## config.mk

```make
export PLATFORM = sky130hd
export DESIGN_NAME = flow_control_sequencer_flat
export DESIGN_NICKNAME = d
export VERILOG_FILES = /design/src/rtl/flow_control_sequencer_if.sv /design/src/rtl/flow_control_sequencer.sv /design/src/flat_wrapper.sv
export SDC_FILE = /design/constraint.sdc
export NUM_CORES = 1
export LEC_CHECK = 0
export ABC_AREA = 1
export BUFFER_PORTS_ARGS = -buffer_cell sky130_fd_sc_hd__buf_4
export CAP_MARGIN = 20
export CORE_MARGIN = 1.5
export CORE_UTILIZATION = 25
export CTS_BUF_LIST = sky130_fd_sc_hd__clkbuf_8 sky130_fd_sc_hd__clkbuf_16
export DETAILED_ROUTE_END_ITERATION = 12
export SLEW_MARGIN = 40
export SYNTH_ARGS = -nofsm -noshare
export SYNTH_HDL_FRONTEND = slang
export SYNTH_SLANG_ARGS = --single-unit
```

## constraint.sdc

```tcl
create_clock -name clk -period 1.7 [get_ports clk]
set_input_delay 0.51 -clock clk [delete_from_list [all_inputs] [get_ports clk]]
set_output_delay 0.51 -clock clk [all_outputs]
set_load 0.01 [all_outputs]
```

## src/rtl/flow_control_sequencer_if.sv

```systemverilog
// Stack-memory bus between the flow-control sequencer and the stack memory.
//   mem_req   : request, held until the cycle mem_ack is seen
//   mem_we    : 1 = write, 0 = read
//   mem_addr  : stack address
//   mem_wdata : write data
//   mem_rdata : read data, valid together with mem_ack
//   mem_ack   : one-cycle completion strobe from the memory
// master = sequencer side, slave = memory side.
interface flow_control_sequencer_if;
    logic        mem_req;
    logic        mem_we;
    logic [15:0] mem_addr;
    logic [31:0] mem_wdata;
    logic [31:0] mem_rdata;
    logic        mem_ack;

    modport master (
        output mem_req, mem_we, mem_addr, mem_wdata,
        input  mem_rdata, mem_ack
    );

    modport slave (
        input  mem_req, mem_we, mem_addr, mem_wdata,
        output mem_rdata, mem_ack
    );
endinterface

```

## src/rtl/flow_control_sequencer.sv

```systemverilog
// Flow-control sequencer sitting behind the program decoder.
// Accepts decoded control-flow flags plus the Mini ALU result and sequences
// the stack memory for CALL/RET/PUSH/POP/SYS. Owns the stack pointer and the
// kernel-mode bit, issues one-cycle PC-load and register-write pulses, and
// holds busy high while an operation is in flight.
// Ports:
//   clk, rst_n          : clock (rising edge), asynchronous active-low reset
//   instr_valid, *_flag : decoded instruction, accepted only while busy=0
//   target              : Mini ALU result, [15:0] is the jump target
//   push_data           : value pushed by PUSH
//   pop_reg             : destination register code for POP/GSA
//   PC_pos              : PC of the current instruction
//   mem                 : stack-memory bus (master side)
//   pc_load/pc_next     : one-cycle PC load pulse and new PC
//   reg_we/reg_waddr/reg_wdata : one-cycle register-file write
//   busy, kernel_mode, sp, stack_fault : status
module flow_control_sequencer #(
    parameter logic [15:0] STACK_BASE  = 16'hFFFF,
    parameter logic [15:0] STACK_LIMIT = 16'hFF00,
    parameter logic [15:0] SYS_VECTOR  = 16'h0010
) (
    input  logic        clk,
    input  logic        rst_n,
    input  logic        instr_valid,
    input  logic        JMP_flag,
    input  logic        CALL_flag,
    input  logic        RET_flag,
    input  logic        PUSH_flag,
    input  logic        POP_flag,
    input  logic        GSA_flag,
    input  logic        SWITCH_flag,
    input  logic        SYS_flag,
    input  logic        Kernel_flag,
    input  logic [31:0] target,
    input  logic [31:0] push_data,
    input  logic [7:0]  pop_reg,
    input  logic [15:0] PC_pos,
    flow_control_sequencer_if.master mem,
    output logic        pc_load,
    output logic [15:0] pc_next,
    output logic        reg_we,
    output logic [7:0]  reg_waddr,
    output logic [31:0] reg_wdata,
    output logic        busy,
    output logic        kernel_mode,
    output logic [15:0] sp,
    output logic        stack_fault
);

    typedef enum logic [1:0] {IDLE, WR, RD, FIN} state_t;
    typedef enum logic [3:0] {
        OP_NONE, OP_JMP, OP_SWITCH, OP_GSA, OP_PUSH, OP_POP, OP_CALL, OP_RET, OP_SYS
    } op_t;

    state_t      state_reg, state_next;
    op_t         op_reg, op_next;
    op_t         acc_op;
    logic [15:0] sp_reg, sp_next;
    logic        kernel_reg, kernel_next;
    logic [15:0] target_reg, target_next;
    logic [7:0]  dest_reg, dest_next;
    logic        mem_req_reg, mem_req_next;
    logic        mem_we_reg, mem_we_next;
    logic [15:0] mem_addr_reg, mem_addr_next;
    logic [31:0] mem_wdata_reg, mem_wdata_next;
    logic        pc_load_reg, pc_load_next;
    logic [15:0] pc_next_reg, pc_next_next;
    logic        reg_we_reg, reg_we_next;
    logic [7:0]  reg_waddr_reg, reg_waddr_next;
    logic [31:0] reg_wdata_reg, reg_wdata_next;
    logic        fault_reg, fault_next;

    // Only the low half of the ALU result is a PC value.
    logic unused_target_hi;
    assign unused_target_hi = ^target[31:16];

    // Priority decode of the flags: CALL > RET > SYS > PUSH > POP > GSA > SWITCH > JMP.
    always_comb begin
        acc_op = OP_NONE;
        if (CALL_flag)        acc_op = OP_CALL;
        else if (RET_flag)    acc_op = OP_RET;
        else if (SYS_flag)    acc_op = OP_SYS;
        else if (PUSH_flag)   acc_op = OP_PUSH;
        else if (POP_flag)    acc_op = OP_POP;
        else if (GSA_flag)    acc_op = OP_GSA;
        else if (SWITCH_flag) acc_op = OP_SWITCH;
        else if (JMP_flag)    acc_op = OP_JMP;
    end

    always_ff @(posedge clk or negedge rst_n) begin
        if (!rst_n) begin
            state_reg     <= IDLE;
            op_reg        <= OP_NONE;
            sp_reg        <= STACK_BASE;
            kernel_reg    <= 1'b1;
            target_reg    <= 16'h0000;
            dest_reg      <= 8'h00;
            mem_req_reg   <= 1'b0;
            mem_we_reg    <= 1'b0;
            mem_addr_reg  <= 16'h0000;
            mem_wdata_reg <= 32'h0000_0000;
            pc_load_reg   <= 1'b0;
            pc_next_reg   <= 16'h0000;
            reg_we_reg    <= 1'b0;
            reg_waddr_reg <= 8'h00;
            reg_wdata_reg <= 32'h0000_0000;
            fault_reg     <= 1'b0;
        end else begin
            state_reg     <= state_next;
            op_reg        <= op_next;
            sp_reg        <= sp_next;
            kernel_reg    <= kernel_next;
            target_reg    <= target_next;
            dest_reg      <= dest_next;
            mem_req_reg   <= mem_req_next;
            mem_we_reg    <= mem_we_next;
            mem_addr_reg  <= mem_addr_next;
            mem_wdata_reg <= mem_wdata_next;
            pc_load_reg   <= pc_load_next;
            pc_next_reg   <= pc_next_next;
            reg_we_reg    <= reg_we_next;
            reg_waddr_reg <= reg_waddr_next;
            reg_wdata_reg <= reg_wdata_next;
            fault_reg     <= fault_next;
        end
    end

    always_comb begin
        state_next     = state_reg;
        op_next        = op_reg;
        sp_next        = sp_reg;
        kernel_next    = kernel_reg;
        target_next    = target_reg;
        dest_next      = dest_reg;
        mem_req_next   = mem_req_reg;
        mem_we_next    = mem_we_reg;
        mem_addr_next  = mem_addr_reg;
        mem_wdata_next = mem_wdata_reg;
        pc_load_next   = 1'b0;
        pc_next_next   = pc_next_reg;
        reg_we_next    = 1'b0;
        reg_waddr_next = reg_waddr_reg;
        reg_wdata_next = reg_wdata_reg;
        fault_next     = 1'b0;

        case (state_reg)
            IDLE: begin
                if (instr_valid) begin
                    case (acc_op)
                        OP_JMP, OP_SWITCH: begin
                            state_next   = FIN;
                            pc_load_next = 1'b1;
                            pc_next_next = target[15:0];
                            if (acc_op == OP_SWITCH) kernel_next = 1'b0;
                            else if (Kernel_flag)    kernel_next = 1'b1;
                        end
                        OP_GSA: begin
                            state_next     = FIN;
                            reg_we_next    = 1'b1;
                            reg_waddr_next = pop_reg;
                            reg_wdata_next = {16'h0000, sp_reg};
                        end
                        OP_PUSH, OP_CALL, OP_SYS: begin
                            if (sp_reg == STACK_LIMIT) begin
                                // Overflow: no memory access, just the fault pulse.
                                state_next = FIN;
                                fault_next = 1'b1;
                            end else begin
                                state_next     = WR;
                                op_next        = acc_op;
                                target_next    = target[15:0];
                                mem_req_next   = 1'b1;
                                mem_we_next    = 1'b1;
                                mem_addr_next  = sp_reg - 16'd1;
                                mem_wdata_next = (acc_op == OP_PUSH) ? push_data
                                                                     : {16'h0000, PC_pos + 16'd1};
                            end
                        end
                        OP_POP, OP_RET: begin
                            if (sp_reg == STACK_BASE) begin
                                // Underflow: nothing on the stack to read.
                                state_next = FIN;
                                fault_next = 1'b1;
                            end else begin
                                state_next    = RD;
                                op_next       = acc_op;
                                dest_next     = pop_reg;
                                mem_req_next  = 1'b1;
                                mem_we_next   = 1'b0;
                                mem_addr_next = sp_reg;
                            end
                        end
                        default: ;
                    endcase
                end
            end
            WR: begin
                if (mem.mem_ack) begin
                    state_next   = FIN;
                    mem_req_next = 1'b0;
                    mem_we_next  = 1'b0;
                    sp_next      = sp_reg - 16'd1;
                    if (op_reg == OP_CALL) begin
                        pc_load_next = 1'b1;
                        pc_next_next = target_reg;
                    end else if (op_reg == OP_SYS) begin
                        pc_load_next = 1'b1;
                        pc_next_next = SYS_VECTOR;
                        kernel_next  = 1'b1;
                    end
                end
            end
            RD: begin
                if (mem.mem_ack) begin
                    state_next   = FIN;
                    mem_req_next = 1'b0;
                    sp_next      = sp_reg + 16'd1;
                    if (op_reg == OP_RET) begin
                        pc_load_next = 1'b1;
                        pc_next_next = mem.mem_rdata[15:0];
                    end else begin
                        reg_we_next    = 1'b1;
                        reg_waddr_next = dest_reg;
                        reg_wdata_next = mem.mem_rdata;
                    end
                end
            end
            FIN: begin
                // Pulses registered on the way in are visible here; just drain.
                state_next = IDLE;
                op_next    = OP_NONE;
            end
            default: state_next = IDLE;
        endcase
    end

    assign mem.mem_req   = mem_req_reg;
    assign mem.mem_we    = mem_we_reg;
    assign mem.mem_addr  = mem_addr_reg;
    assign mem.mem_wdata = mem_wdata_reg;
    assign pc_load       = pc_load_reg;
    assign pc_next       = pc_next_reg;
    assign reg_we        = reg_we_reg;
    assign reg_waddr     = reg_waddr_reg;
    assign reg_wdata     = reg_wdata_reg;
    assign busy          = (state_reg != IDLE);
    assign kernel_mode   = kernel_reg;
    assign sp            = sp_reg;
    assign stack_fault   = fault_reg;

endmodule

```

## src/flat_wrapper.sv

```systemverilog
// flat-port wrapper written by rule: the top's interface ports become plain ports
module flow_control_sequencer_flat 
#(
    parameter logic [15:0] STACK_BASE  = 16'hFFFF,
    parameter logic [15:0] STACK_LIMIT = 16'hFF00,
    parameter logic [15:0] SYS_VECTOR  = 16'h0010
)
  (clk, rst_n, instr_valid, JMP_flag, CALL_flag, RET_flag, PUSH_flag, POP_flag, GSA_flag, SWITCH_flag, SYS_flag, Kernel_flag, target, push_data, pop_reg, PC_pos, pc_load, pc_next, reg_we, reg_waddr, reg_wdata, busy, kernel_mode, sp, stack_fault, mem_mem_req, mem_mem_we, mem_mem_addr, mem_mem_wdata, mem_mem_rdata, mem_mem_ack);
  flow_control_sequencer_if mem_i ();
  input  logic clk;
  input  logic rst_n;
  input  logic instr_valid;
  input  logic JMP_flag;
  input  logic CALL_flag;
  input  logic RET_flag;
  input  logic PUSH_flag;
  input  logic POP_flag;
  input  logic GSA_flag;
  input  logic SWITCH_flag;
  input  logic SYS_flag;
  input  logic Kernel_flag;
  input  logic [31:0] target;
  input  logic [31:0] push_data;
  input  logic [7:0] pop_reg;
  input  logic [15:0] PC_pos;
  output logic pc_load;
  output logic [15:0] pc_next;
  output logic reg_we;
  output logic [7:0] reg_waddr;
  output logic [31:0] reg_wdata;
  output logic busy;
  output logic kernel_mode;
  output logic [15:0] sp;
  output logic stack_fault;
  output wire logic [$bits(mem_i.mem_req)-1:0] mem_mem_req;
  output wire logic [$bits(mem_i.mem_we)-1:0] mem_mem_we;
  output wire logic [$bits(mem_i.mem_addr)-1:0] mem_mem_addr;
  output wire logic [$bits(mem_i.mem_wdata)-1:0] mem_mem_wdata;
  input wire logic [$bits(mem_i.mem_rdata)-1:0] mem_mem_rdata;
  input wire logic [$bits(mem_i.mem_ack)-1:0] mem_mem_ack;
  assign mem_mem_req = mem_i.mem_req;
  assign mem_mem_we = mem_i.mem_we;
  assign mem_mem_addr = mem_i.mem_addr;
  assign mem_mem_wdata = mem_i.mem_wdata;
  assign mem_i.mem_rdata = mem_mem_rdata;
  assign mem_i.mem_ack = mem_mem_ack;
  flow_control_sequencer #(.STACK_BASE(STACK_BASE), .STACK_LIMIT(STACK_LIMIT), .SYS_VECTOR(SYS_VECTOR)) u_core (.clk(clk), .rst_n(rst_n), .instr_valid(instr_valid), .JMP_flag(JMP_flag), .CALL_flag(CALL_flag), .RET_flag(RET_flag), .PUSH_flag(PUSH_flag), .POP_flag(POP_flag), .GSA_flag(GSA_flag), .SWITCH_flag(SWITCH_flag), .SYS_flag(SYS_flag), .Kernel_flag(Kernel_flag), .target(target), .push_data(push_data), .pop_reg(pop_reg), .PC_pos(PC_pos), .mem(mem_i), .pc_load(pc_load), .pc_next(pc_next), .reg_we(reg_we), .reg_waddr(reg_waddr), .reg_wdata(reg_wdata), .busy(busy), .kernel_mode(kernel_mode), .sp(sp), .stack_fault(stack_fault));
endmodule
```

# Yosys cells after proc, flatten, opt, wreduce, memory -nomap -nowiden
# Index checks and enable logic that the tools add are counted.
[op_classes]
add_sub_neg = 3
eq_ne = 34
n_mux = 80
bitwise_logic = 2
n_reduce_logical = 25
[ops]
columns = ["op", "n"]
rows = [
  ["2-to-1 mux 16 bit", 11],
  ["2-to-1 mux 32 bit", 5],
  ["case mux 16 bit (2 select lines)", 2],
  ["case mux 32 bit (2 select lines)", 1],
  ["case mux 16 bit (3 select lines)", 1],
  ["2-to-1 mux 4 bit", 10],
  ["adder 16 x 1 -> 16 bit (second input constant)", 2],
  ["equality test 16 bit (second input constant)", 2],
  ["2-to-1 mux 8 bit", 4],
  ["2-to-1 mux 1 bit", 30],
  ["equality test 4 x 3 -> 1 bit (second input constant)", 6],
  ["!= test 2 bit (second input constant)", 9],
  ["case mux 4 bit (2 select lines)", 2],
  ["case mux 8 bit (2 select lines)", 1],
  ["subtractor 16 x 1 -> 16 bit (second input constant)", 1],
  ["AND reduction 5 bit", 3],
  ["case mux 1 bit (2 select lines)", 7],
  ["AND reduction 7 bit", 2],
  ["nonzero test 2 bit", 7],
  ["case mux 2 bit (3 select lines)", 2],
  ["AND reduction 6 bit", 2],
  ["!= test 3 bit (second input constant)", 3],
  ["equality test 4 x 2 -> 1 bit (second input constant)", 2],
  ["equality test 4 bit (second input constant)", 2],
  ["other kinds (16)", 27],
]
[totals]
register_bits = 156
inputBits = 133
out_inout_bits = 127

# Longest topological paths before layout
# Gate-level depths: netlist (run 1).
[logic_depth]
ltp_word = 13
ltp_mapped = 14
depth_no_buf = 12

# Worst setup path before layout (run 1)
# No wires, ideal clock.
[synth_path]
path_type = "reg-to-reg"
from = "register u_core.sp_reg[0], in the netlist u_core.sp[0]"
to = "register u_core.mem_wdata_reg[11], in the netlist u_core.mem.mem_wdata[11]"
setup_time_ns = 0.117
arrival_ns = 1.752
required_ns = 1.583
setup_slack_ns = -0.169
stages_incl_launch_ff = 13
path_buffers = 2
cell_sequence = "dfstp_2 > inv_1 > ha_1 > nand2_1 > nor2_1 > nand2_1 > nor2_4 > nor2_2 > nand2_2 > buf_6 > buf_6 > nand2_1 > nand2_1"
[synth_between]
elab_chain_len = 3
[synth_lines]
columns = ["item", "line", "text"]
rows = [
  ["start: declaration", "flow_control_sequencer.sv:58", "logic [15:0] sp_reg, sp_next;"],
  ["start signal: assignment", "flow_control_sequencer.sv:111", "sp_reg <= sp_next;"],
  ["equality test 16 bit", "flow_control_sequencer.sv:164", "if (sp_reg == STACK_LIMIT) begin"],
  ["inverter 1 bit (no source line)", "-", ""],
  ["AND reduction 4 bit (no source line)", "-", ""],
  ["end signal: assignment", "flow_control_sequencer.sv:118", "mem_wdata_reg <= mem_wdata_next;"],
  ["end: declaration", "flow_control_sequencer.sv:65", "logic [31:0] mem_wdata_reg, mem_wdata_next;"],
]
# No other way between the ends.
# A chain may end at the register's enable or synchronous reset.

# Final worst setup path (run 1)
[layout_path]
from = "register u_core.sp_reg[0], in the netlist u_core.sp[0]"
to = "register u_core.target_reg[12]"
[layout_between]
elab_chain_len = 3
[layout_lines]
columns = ["item", "line", "text"]
rows = [
  ["equality test 16 bit", "flow_control_sequencer.sv:164", ""],
  ["inverter 1 bit (no source line)", "-", ""],
  ["AND reduction 4 bit (no source line)", "-", ""],
  ["end signal: assignment", "flow_control_sequencer.sv:113", "target_reg <= target_next;"],
  ["end: declaration", "flow_control_sequencer.sv:60", "logic [15:0] target_reg, target_next;"],
]
# No other way between the ends.

==> metrics, run 1 <==
status finished, violations left; failing checks negative setup slack; met3 WL post-DR 2.53 mm; Crit. End Element flop; Worst R2R End u_core.target_reg[12]; main combinational cell family by area after synthesis simple AND/OR/NAND/NOR gates; Synth Area in Adders 1.18%; RR Startpoint u_core.sp[0]; antenna viol nets, final 0; Starting Density 25.3%; Die X 187 um; Tightest Pin Transition 0.428 ns; post-DR vias/cell 4.58; unrepaired setup endpoints after global routing yes; drc violations 0; clock sinks 156; Max-slew headroom 71.2%; largest net degree at the start of global routing 40; # fillers 3252; crit path time final 1.96 ns; Worst EP required 2.03 ns; fin. max-slew vios 0; clock tree buffer depth 2; post-synthesis mux area share 0.237%; clk_skew 0.0109 ns; CP dominant cell by count nor2_4; Avg Cell Area, Syn 7.45 um^2; share of layout cells above drive strength 1 48.9%; post-route cell area 14700 um^2; Yosys reg bits 156; Cells after Synth 1136; Worst Reg-to-Reg Cells 12; Routed WL 33.3 mm; most frequent cells in the layout buf_4, nand2_1, dfrtp_1; Final nets 1693; hold depth 3; CTS tree done; hold wc startpoint target[15]; Max Fanout on Critical Path 6; setup_tns -21.95 ns; H-tree depth 4; gpl congestion 0.879; Chip Height 187 um; Clock transition at path regs 0.07 ns; crit path kind reg2reg; GRT Overall Usage 17.9%; vias in the first global route 8865; FP Rows 67; global-route wire length before repair 48.7 mm; commonest non-fill, non-tap cell in the layout buf_4; full die area 35000 um^2; drt wl/cell 16.5 um; syn nets 1277; Core Area 33400 um^2; met1 wire length 14.2 mm; CP Launch Type flop; sequential element share of the synthesized area 46.4%; Final Hold Fails 0; Clock Root Buffer clkbuf_16; Netlist cell types 40; crit path max-delay cell type dfstp_2; total gr overflow 0; Skew-Pair Late Insertion Delay 0.43 ns; final setup fails 150; PD cells 1840 nW/um^2; Top Ports 260; dpl hpwl 22.4 mm; Synth Warn # 0; Synth Area in Simple Gates 32.1%; WP buf/inv 3; Area Overhead vs Synth 73.6%; Detailed Routing Iterations Pass 1 5; Synth Area in Compound Gates 11.5%; Final WS setup -0.260 ns; Inserted Clock Buffers 17; Achievable Freq 0.510 GHz; Worst Hold End u_core.target_reg[15]; Worst Path Arrival 2.29 ns; DR WL met2 16.1 mm; crit-path cells inv_2 > ha_4 > nand2_4 > nor2_4 > nand2_4 > nor2_4 > nor2_4 > nand2_8 > buf_12 > clkbuf_16 > nand2_2 > nand2_1; Hold Crit Class in2reg; static leakage 7.26 nW; delay-heaviest family, CP simple AND/OR/NAND/NOR gates; input/output buffers 243; Post-Synth XOR/XNOR Area 2.17%; crit share post-route 115%; via count 9221; post-synthesis instance area 8460 um^2; placed cell area 11900 um^2; max-cap violation count 0; initial DRC count 578; peak supply drop 1.20 mV; R2R setup slack -0.26 ns; uppermost layer routed met4; CP peak stage delay 0.58 ns; antenna violations before repair 1
[area by class of cell]
cell class                      count  area, um^2  area share [%]
Clock inverter                     13         165            1.12
Tap cell                          448         561            3.81
Clock buffer                       19         453            3.08
Multi-Input combinational cell    860        5180            35.2
Inverter                           70         287            1.95
Timing Repair Buffer              447        4130            28.1
Sequential cell                   156        3930            26.7
Antenna cell                        1        2.50          0.0170
[cell usage after synthesis (all sizes together)]
master	instances	share of area, %
inv	69	3.1
dfrtp	139	41
a21oi	20	1.2
o21ai	135	8.0
xor2	20	2.1
o211ai	2	0.24
clkinv	1	0.044
nand3	76	4.8
a31oi	2	0.15
buf	33	2.5
xnor2	1	0.10
nand3b	1	0.089
o21bai	1	0.089
nand2	465	21
or2	4	0.30
nor2	76	4.0
mux2i	2	0.24
o22ai	2	0.15
o21a	16	1.4
dfstp	17	5.3
nand4	11	0.96
ha	8	1.2
clkbuf	18	0.80
nor3	14	0.96
a22oi	3	0.27
[stage by stage]
stage | utilization (%) | hold WS [ns] | power [mW] | std cells | setup WS, ns
floorplan | - | 0.214 | 12.4 | 1136 | -0.0817
global placement | 35.5 | 0.451 | 17.5 | 1911 | -0.316
detailed placement | 35.5 | 0.458 | 17.7 | 1911 | -0.343
CTS | 39.7 | 0.253 | 24.1 | 1978 | -0.229
global route | 43.9 | 0.259 | 28.7 | 2013 | -0.336
finish | 43.9 | 0.274 | 27.0 | 2014 | -0.260
[routing by layer]
layer,track usage [%],vias to the layer above
li1,-,4499
met1,22.6,4405
met2,29.3,290
met3,5.82,27
met4,4.75,0
met5,0,-
[report_power, final]
group	switching (mW)	internal (mW)	leakage [nW]
combinational	8.41	7.85	5.00
sequential	1.28	5.37	1.96
clock	1.67	2.40	0.297
total	11.4	15.6	7.26
[worst min-delay path: stages]
cell     delay [ns]
buf_4          0.09
nand2_2        0.04
nand2_1        0.04
[logic make-up after synthesis]
group | count (synthesis)
multiplexers | 2
buffers and inverters | 121
AND/OR/NAND/NOR | 647
AO/OA/AOI/OAI | 181
flip-flops | 156
adder cells (fa/ha/maj) | 8
XOR/XNOR | 21
[worst max path at each step]
| stage | startpoint | end | slack [ns] | cells past startpoint |
|---|---|---|---|---|
| after floorplan | u_core.sp[0] | u_core.mem.mem_addr[3] | -0.08 | 11 |
| after global placement | SWITCH_flag | u_core.mem.mem_addr[15] | -0.32 | 13 |
| after detailed placement | PUSH_flag | u_core.mem.mem_addr[6] | -0.34 | 11 |
| after CTS | u_core.sp[0] | u_core.mem.mem_addr[5] | -0.23 | 11 |
| after global routing | u_core.sp[0] | u_core.sp[4] | -0.34 | 12 |
| final | u_core.sp[0] | u_core.target_reg[12] | -0.26 | 12 |
[what timing repair did]
item | 4_1_cts | 5_1_grt
hold endpoints to repair | 13 | 0
hold buffers | 1 | 0
gates resized for setup | 103 | 302
gates cloned | 9 | 13
pin swaps | 21 | 48
endpoints found under the setup margin | 167 | 170
buffers inserted | 25 | 32
(Power assumes the default switching activity.)
==> run 2, diff against run 1 <==
--- a/config.mk
+++ b/config.mk
@@ -9,9 +9,10 @@
 export BUFFER_PORTS_ARGS = -buffer_cell sky130_fd_sc_hd__buf_4
 export CAP_MARGIN = 20
 export CORE_MARGIN = 1.5
-export CORE_UTILIZATION = 25
+export CORE_UTILIZATION = 45
 export CTS_BUF_LIST = sky130_fd_sc_hd__clkbuf_8 sky130_fd_sc_hd__clkbuf_16
 export DETAILED_ROUTE_END_ITERATION = 12
+export PLACE_DENSITY = 0.74
 export SLEW_MARGIN = 40
 export SYNTH_ARGS = -nofsm -noshare
 export SYNTH_HDL_FRONTEND = slang
==> run 2 against run 1 <==
  * The flow still finishes with violations (negative setup slack)
  * Routed wire length fell by 7.4%
  * Highest routed layer unchanged
  * First-iteration DRC count rose by 30%
  * Sequential share of layout area rose by 1.5 points
  * Critical endpoint is now u_core.op_reg[3]
  * Register-to-register slack got worse by 0.02 ns
  * Sequential power fell by 3.2%
  * Critical path depth did not move
  * Largest power group unchanged
  * Global-route usage rose by 11 points
==> metrics, run 2 (synthesis gave the netlist of run 1 again) <==
status finished, violations left (unchanged); failing checks negative setup slack (unchanged); clock tree buffer depth 2 (unchanged); largest net degree at the start of global routing 48 (was 40); dpl hpwl 19.2 mm (was 22.4 mm); full die area 19600 um^2 (was 35000 um^2); Clock Root Buffer clkbuf_16 (unchanged); vias in the first global route 9042 (was 8865); Tot Pwr 25.7 mW (was 27.0 mW); via count 9431 (was 9221); commonest non-fill, non-tap cell in the layout nand2_1 (was buf_4); share of layout cells above drive strength 1 45.1% (was 48.9%); Hold Crit Class in2reg (unchanged); # fillers 1285 (was 3252); final setup fails 155 (was 150); Routed WL 30.8 mm (was 33.3 mm); Final WS setup -0.281 ns (was -0.260 ns); max-cap violation count 0 (unchanged); peak supply drop 0.951 mV (was 1.20 mV); diode count 0 (was 1); antenna violations before repair 0 (was 1); Area Overhead vs Synth 64.6% (was 73.6%); static leakage 7.05 nW (was 7.26 nW); Core Area 18200 um^2 (was 33400 um^2); Top Ports 260 (unchanged); unrepaired setup endpoints after global routing yes (unchanged); drc violations 0 (unchanged); Achievable Freq 0.505 GHz (was 0.510 GHz); Skew-Pair Late Insertion Delay 0.43 ns (about the same); antenna viol nets, final 0 (unchanged); Final nets 1672 (was 1693); clock sinks 156 (unchanged); Chip Height 140 um (was 187 um); initial DRC count 749 (was 578); CTS tree done (unchanged); FP Rows 49 (was 67); Inserted Clock Buffers 17 (unchanged); most frequent cells in the layout nand2_1, buf_4, dfrtp_1 (was buf_4, nand2_1, dfrtp_1); Clock transition at path regs 0.06 ns (was 0.07 ns); crit path kind reg2reg (unchanged); fin. max-slew vios 0 (unchanged); clk_skew 0.0115 ns (was 0.0109 ns); dpl ws -0.324 ns (was -0.343 ns); total gr overflow 0 (unchanged); Detailed Routing Iterations Pass 1 5 (unchanged); crit path time final 1.98 ns (was 1.96 ns); Worst EP required 2.06 ns (was 2.03 ns); GRT Overall Usage 29.3% (was 17.9%); Worst Path Arrival 2.35 ns (was 2.29 ns); input/output buffers 243 (unchanged); Max-slew headroom 73.7% (was 71.2%); global-route wire length before repair 45.4 mm (was 48.7 mm); post-DR vias/cell 5.32 (was 4.58); crit share post-route 117% (was 115%); drt wl/cell 17.4 um (was 16.5 um); Tightest Pin Transition 0.390 ns (was 0.428 ns); CP Launch Type flop (unchanged); Starting Density 46.5% (was 25.3%); Crit. End Element flop (unchanged); gpl congestion 0.919 (was 0.879); Max Fanout on Critical Path 5 (was 6); H-tree depth 4 (unchanged); Die X 140 um (was 187 um); Final Hold Fails 0 (unchanged); PD cells 1850 nW/um^2 (was 1840 nW/um^2)
-- run 2: cell count changes in the layout (fill, tap and decap cells not counted), sizes merged --
| cell | previous run | this run |
|---|---|---|
| clkinvlp | 4 | 1 |
| inv | 70 | 67 |
| diode | 1 | 0 |
| nand2 | 466 | 467 |
| clkinv | 6 | 8 |
| clkbuf | 30 | 31 |
| bufbuf | 0 | 1 |
| nand4 | 11 | 12 |
| buf | 435 | 413 |
-- run 2: area by class of cell --
class	count	area, um^2	share of cell area [%]
Sequential cell	156	3930	28.2
Tap cell	229	287	2.06
Timing Repair Buffer	424	3910	28.0
Inverter	70	283	2.03
Clock inverter	9	135	0.970
Multi-Input combinational cell	862	4900	35.2
Clock buffer	22	494	3.55
-- run 2: timing repair --
item / in CTS / in global routing
setup buffers: 40 / 9
gates cloned: 15 / 11
endpoints found under the setup margin: 159 / 168
resized for setup: 147 / 168
pin swaps: 24 / 42
endpoints found under the hold margin: 15 / 0
hold buffers: 1 / 0
-- run 2: power breakdown --
group	internal [mW]	total (mW)	leakage (nW)	switching [mW]
Sequential	5.37	6.45	1.96	1.07
Combinational	7.31	15.2	4.77	7.91
Clock	2.50	4.06	0.312	1.56
Total	15.2	25.7	7.05	10.5
-- run 2: per-stage QoR --
step	cells	util, %	hold WS [ns]	TNS (ns)	instance area (um^2)
5_1_grt	1772	76.5	0.289	-34.19	13900
3_3_place_gp	1670	62.7	0.374	-21.10	11400
2_1_floorplan	1136	-	0.214	-1.96	8630
6_report	1772	76.5	0.287	-24.93	13900
3_5_place_dp	1670	62.7	0.373	-25.95	11400
4_1_cts	1755	72.4	0.276	-17.50	13200
-- run 2: final timing paths --
check	start	to	slack (ns)	cells past startpoint
min in group asynchronous	rst_n	u_core.reg_wdata[4]	0.50	2
min reg2reg	u_core.mem.mem_addr[15]	u_core.mem.mem_addr[15]	0.47	2
max reg2reg	u_core.sp[1]	u_core.op_reg[3]	-0.28	12
max	u_core.sp[1]	u_core.op_reg[3]	-0.28	12
min	target[9]	u_core.target_reg[9]	0.29	3
max in group asynchronous	rst_n	u_core.sp[15]	0.62	3
-- run 2: critical path: stages, from the launching register on --
cell     delay [ns]
dfstp_2        0.60
ha_4           0.17
nand2_4        0.06
nor2_4         0.13
nand2_4        0.09
nor2_4         0.17
nand4_4        0.16
nand2_4        0.13
buf_6          0.13
nand2_8        0.07
nand2_4        0.07
nand2_2        0.06
nand2_2        0.07
-- run 2: routing by layer --
metal / GRT usage (%) / share of wire [%] / vias up
li1: - / - / 4475
met4: 11.5 / 3.2 / 0
met2: 50.4 / 51 / 450
met3: 7.76 / 8.3 / 68
met1: 35.0 / 38 / 4438
met5: 0 / 0 / -
==> run 3, diff against run 2 <==
--- a/config.mk
+++ b/config.mk
@@ -12,6 +12,7 @@
 export CORE_UTILIZATION = 45
 export CTS_BUF_LIST = sky130_fd_sc_hd__clkbuf_8 sky130_fd_sc_hd__clkbuf_16
 export DETAILED_ROUTE_END_ITERATION = 12
+export GPL_TIMING_DRIVEN = 0
 export PLACE_DENSITY = 0.74
 export SLEW_MARGIN = 40
 export SYNTH_ARGS = -nofsm -noshare
==> run 3 against run 2 <==
  * The flow still finishes with violations (negative setup slack)
  * Largest cell class unchanged
  * Sequential share of layout area is 0.49 points higher
  * Maximum frequency is 0.33% higher
  * Cell count is 1.9% lower
  * Via count is 0.96% higher
  * Final area is 1.7% lower
  * Sequential power is 4.2% higher
  * Combinational power hardly changed
  * Flip-flop and latch count stayed put
  * Utilization is 1.3 points lower
  * Global-route usage is 0.31 points higher
==> metrics, run 3 (synthesis gave the netlist of run 1 again) <==
status finished, violations left (unchanged); failing checks negative setup slack (unchanged); gpl congestion 0.951 (was 0.919); GR Layer Usage met1 35.7% (was 35.0%); WP buf/inv 3 (was 1); H-tree depth 4 (unchanged); CP Launch Type flop (unchanged); register area 3930 um^2 (about the same); max-cap violation count 0 (unchanged); GR Util met3 7.49% (was 7.76%); vias in the first global route 9047 (was 9042); peak supply drop 1.10 mV (was 0.951 mV); full die area 19600 um^2 (unchanged); commonest non-fill, non-tap cell in the layout nand2_1 (unchanged); Clock transition at path regs 0.06 ns (about the same); final cell count without fillers 1738 (was 1772); hold wc startpoint target[4] (was target[9]); initial DRC count 773 (was 749); static leakage 6.84 nW (was 7.05 nW); RR Startpoint u_core.sp[0] (was u_core.sp[1]); dpl hpwl 20.3 mm (was 19.2 mm); layer with the highest usage met2 (unchanged); clock share of power 15.8% (about the same); unrepaired setup endpoints after global routing yes (unchanged); Psw 11.2 mW (was 10.5 mW); GRT Overall Usage 29.6% (was 29.3%); share of layout cells above drive strength 1 47.4% (was 45.1%); Clock Root Buffer clkbuf_16 (unchanged); Inst Count DP 1610 (was 1670); delay-heaviest family, CP simple AND/OR/NAND/NOR gates (unchanged); Final nets 1637 (was 1672); drt wl/cell 18.4 um (was 17.4 um); Area Overhead vs Synth 61.8% (was 64.6%); fin. max-slew vios 0 (unchanged); switch share 42.5% (was 41.0%); final setup fails 161 (was 155); Crit. End Element flop (unchanged); Skew-Pair Late Insertion Delay 0.43 ns (about the same); Inserted Clock Buffers 17 (unchanged); setup_tns -27.80 ns (was -24.93 ns); Starting Density 46.5% (unchanged); hold depth 3 (unchanged); global-route wire length before repair 45.6 mm (was 45.4 mm); clock sinks 156 (unchanged); Routed WL 32.0 mm (was 30.8 mm); Worst R2R End u_core.target_reg[13] (was u_core.op_reg[3]); FP Rows 49 (unchanged); PD cells 1930 nW/um^2 (was 1850 nW/um^2); crit path time final 1.97 ns (was 1.98 ns); crit path max-delay cell type dfstp_2 (unchanged); Hold Crit Class in2reg (unchanged); diode count 0 (unchanged); sequential share of power 25.4% (was 25.1%); post-DR vias/cell 5.48 (was 5.32); Detailed Routing Iterations Pass 1 5 (unchanged); crit-path cells inv_2 > ha_4 > nand2_4 > nor2_4 > nand2_4 > nor2_4 > nor2_4 > nand2_4 > buf_12 > clkbuf_16 > nand2_4 > nand2_1 (was ha_4 > nand2_4 > nor2_4 > nand2_4 > nor2_4 > nand4_4 > nand2_4 > buf_6 > nand2_8 > nand2_4 > nand2_2 > nand2_2); clock tree buffer depth 2 (unchanged); CP peak stage delay 0.60 ns (about the same); antenna violations before repair 0 (unchanged); Worst Hold End u_core.target_reg[4] (was u_core.target_reg[9]); drc violations 0 (unchanged); CP dominant cell by count nand2_4 (unchanged); internal cell power 15.2 mW (about the same); area of the multi-input gates 5020 um^2 (was 4900 um^2); total gr overflow 0 (unchanged); antenna viol nets, final 0 (unchanged); input/output buffers 243 (unchanged); Max-slew headroom 64.8% (was 73.7%); Core Area 18200 um^2 (unchanged); Final WS setup -0.275 ns (was -0.281 ns); # fillers 1310 (was 1285); R2R setup slack -0.27 ns (was -0.28 ns); Logic pwr share 58.7% (was 59.2%); crit path kind reg2reg (unchanged); Worst EP required 2.01 ns (was 2.06 ns); clk_skew 0.00520 ns (was 0.0115 ns); Max Fanout on Critical Path 8 (was 5); Tightest Pin Transition 0.524 ns (was 0.390 ns); Achievable Freq 0.506 GHz (was 0.505 GHz); CTS tree done (unchanged); hold_ws 0.289 ns (was 0.287 ns); crit share post-route 116% (was 117%); Top Ports 260 (unchanged); Worst Reg-to-Reg Cells 12 (unchanged); Worst Path Arrival 2.29 ns (was 2.35 ns); largest net degree at the start of global routing 74 (was 48); Die X 140 um (unchanged); Chip Height 140 um (unchanged); via count 9522 (was 9431); most frequent cells in the layout nand2_1, buf_4, dfrtp_1 (unchanged); met2 Use GR 49.4% (was 50.4%); Final Hold Fails 0 (unchanged)
[run 3: changes by cell type in the layout (fill, tap and decap cells not counted), moves of 4 or more]
| cell | previous run | this run |
|---|---|---|
| clkbuf_4 | 0 | 5 |
| buf_16 | 7 | 2 |
| o21ai_1 | 43 | 50 |
| buf_8 | 4 | 20 |
| o21ai_0 | 50 | 45 |
| clkbuf_2 | 0 | 4 |
| nand2_2 | 74 | 121 |
| nand2_1 | 359 | 310 |
| buf_4 | 349 | 296 |
| buf_2 | 1 | 8 |
| inv_4 | 1 | 5 |
| buf_12 | 20 | 9 |
[run 3: worst max path at each step]
stage	from	endpoint	slack [ns]	depth (start not counted)
floorplan	u_core.sp[0]	u_core.mem.mem_addr[3]	-0.08	11
global placement	rst_n	u_core.mem.mem_wdata[24]	-0.71	1
detailed placement	u_core.state_reg[0]	u_core.sp[1]	-0.58	8
CTS	u_core.sp[1]	u_core.mem.mem_addr[13]	-0.20	11
global route	u_core.sp[0]	u_core.target_reg[13]	-0.31	12
finish	u_core.sp[0]	u_core.target_reg[13]	-0.27	12
[run 3: worst register-to-register path: cells and delay by family (launching register included)]
family                   cells  cell delay [ns]
adder cells (fa/ha/maj)      1             0.17
buffers and inverters        3             0.42
AND/OR/NAND/NOR              8             0.68
flip-flops                   1             0.60
[run 3: repair_timing]
action / in CTS / in global routing
endpoints found under the setup margin: 162 / 161
gates resized for setup: 174 / 274
pin swaps: 11 / 57
setup buffers: 42 / 37
hold buffers: 1 / 0
endpoints found under the hold margin: 30 / 0
cloned: 12 / 11
[run 3: layer usage]
| layer | part of all wire [%] | vias up |
|---|---|---|
| met1 | 38 | 4546 |
| met2 | 50 | 484 |
| met4 | 4.3 | 0 |
| met5 | 0 | - |
| met3 | 7.9 | 110 |
| li1 | - | 4382 |
[run 3: layout make-up]
cell class / count / share of cell area (%)
multi-input combinational: 860 / 36.7
sequential: 156 / 28.7
tap: 229 / 2.09
clock buffer: 21 / 3.51
clock inverter: 11 / 1.20
timing repair buffer: 342 / 21.8
inverter: 70 / 2.15
buffer: 49 / 3.93
[run 3: through the flow]
stage               worst slack, ns  util (%)  total power [mW]  instance area [um^2]
finish                       -0.275      75.2              26.4                 13700
detailed placement           -0.577      59.3              16.5                 10800
global route                 -0.310      75.2              27.7                 13700
global placement             -0.708      59.0              16.3                 10700
CTS                          -0.203      67.7              23.1                 12300
floorplan                   -0.0817         -              12.4                  8630
[run 3: power groups by stage]
stage / Combinational (mW) / Sequential (mW) / Clock [mW]
3_3_place_gp: 9.85 / 6.46 / 0
3_5_place_dp: 10.1 / 6.49 / 0
5_1_grt: 16.5 / 6.86 / 4.38
2_1_floorplan: 5.58 / 6.83 / 0
4_1_cts: 12.4 / 6.45 / 4.23
6_report: 15.5 / 6.72 / 4.19
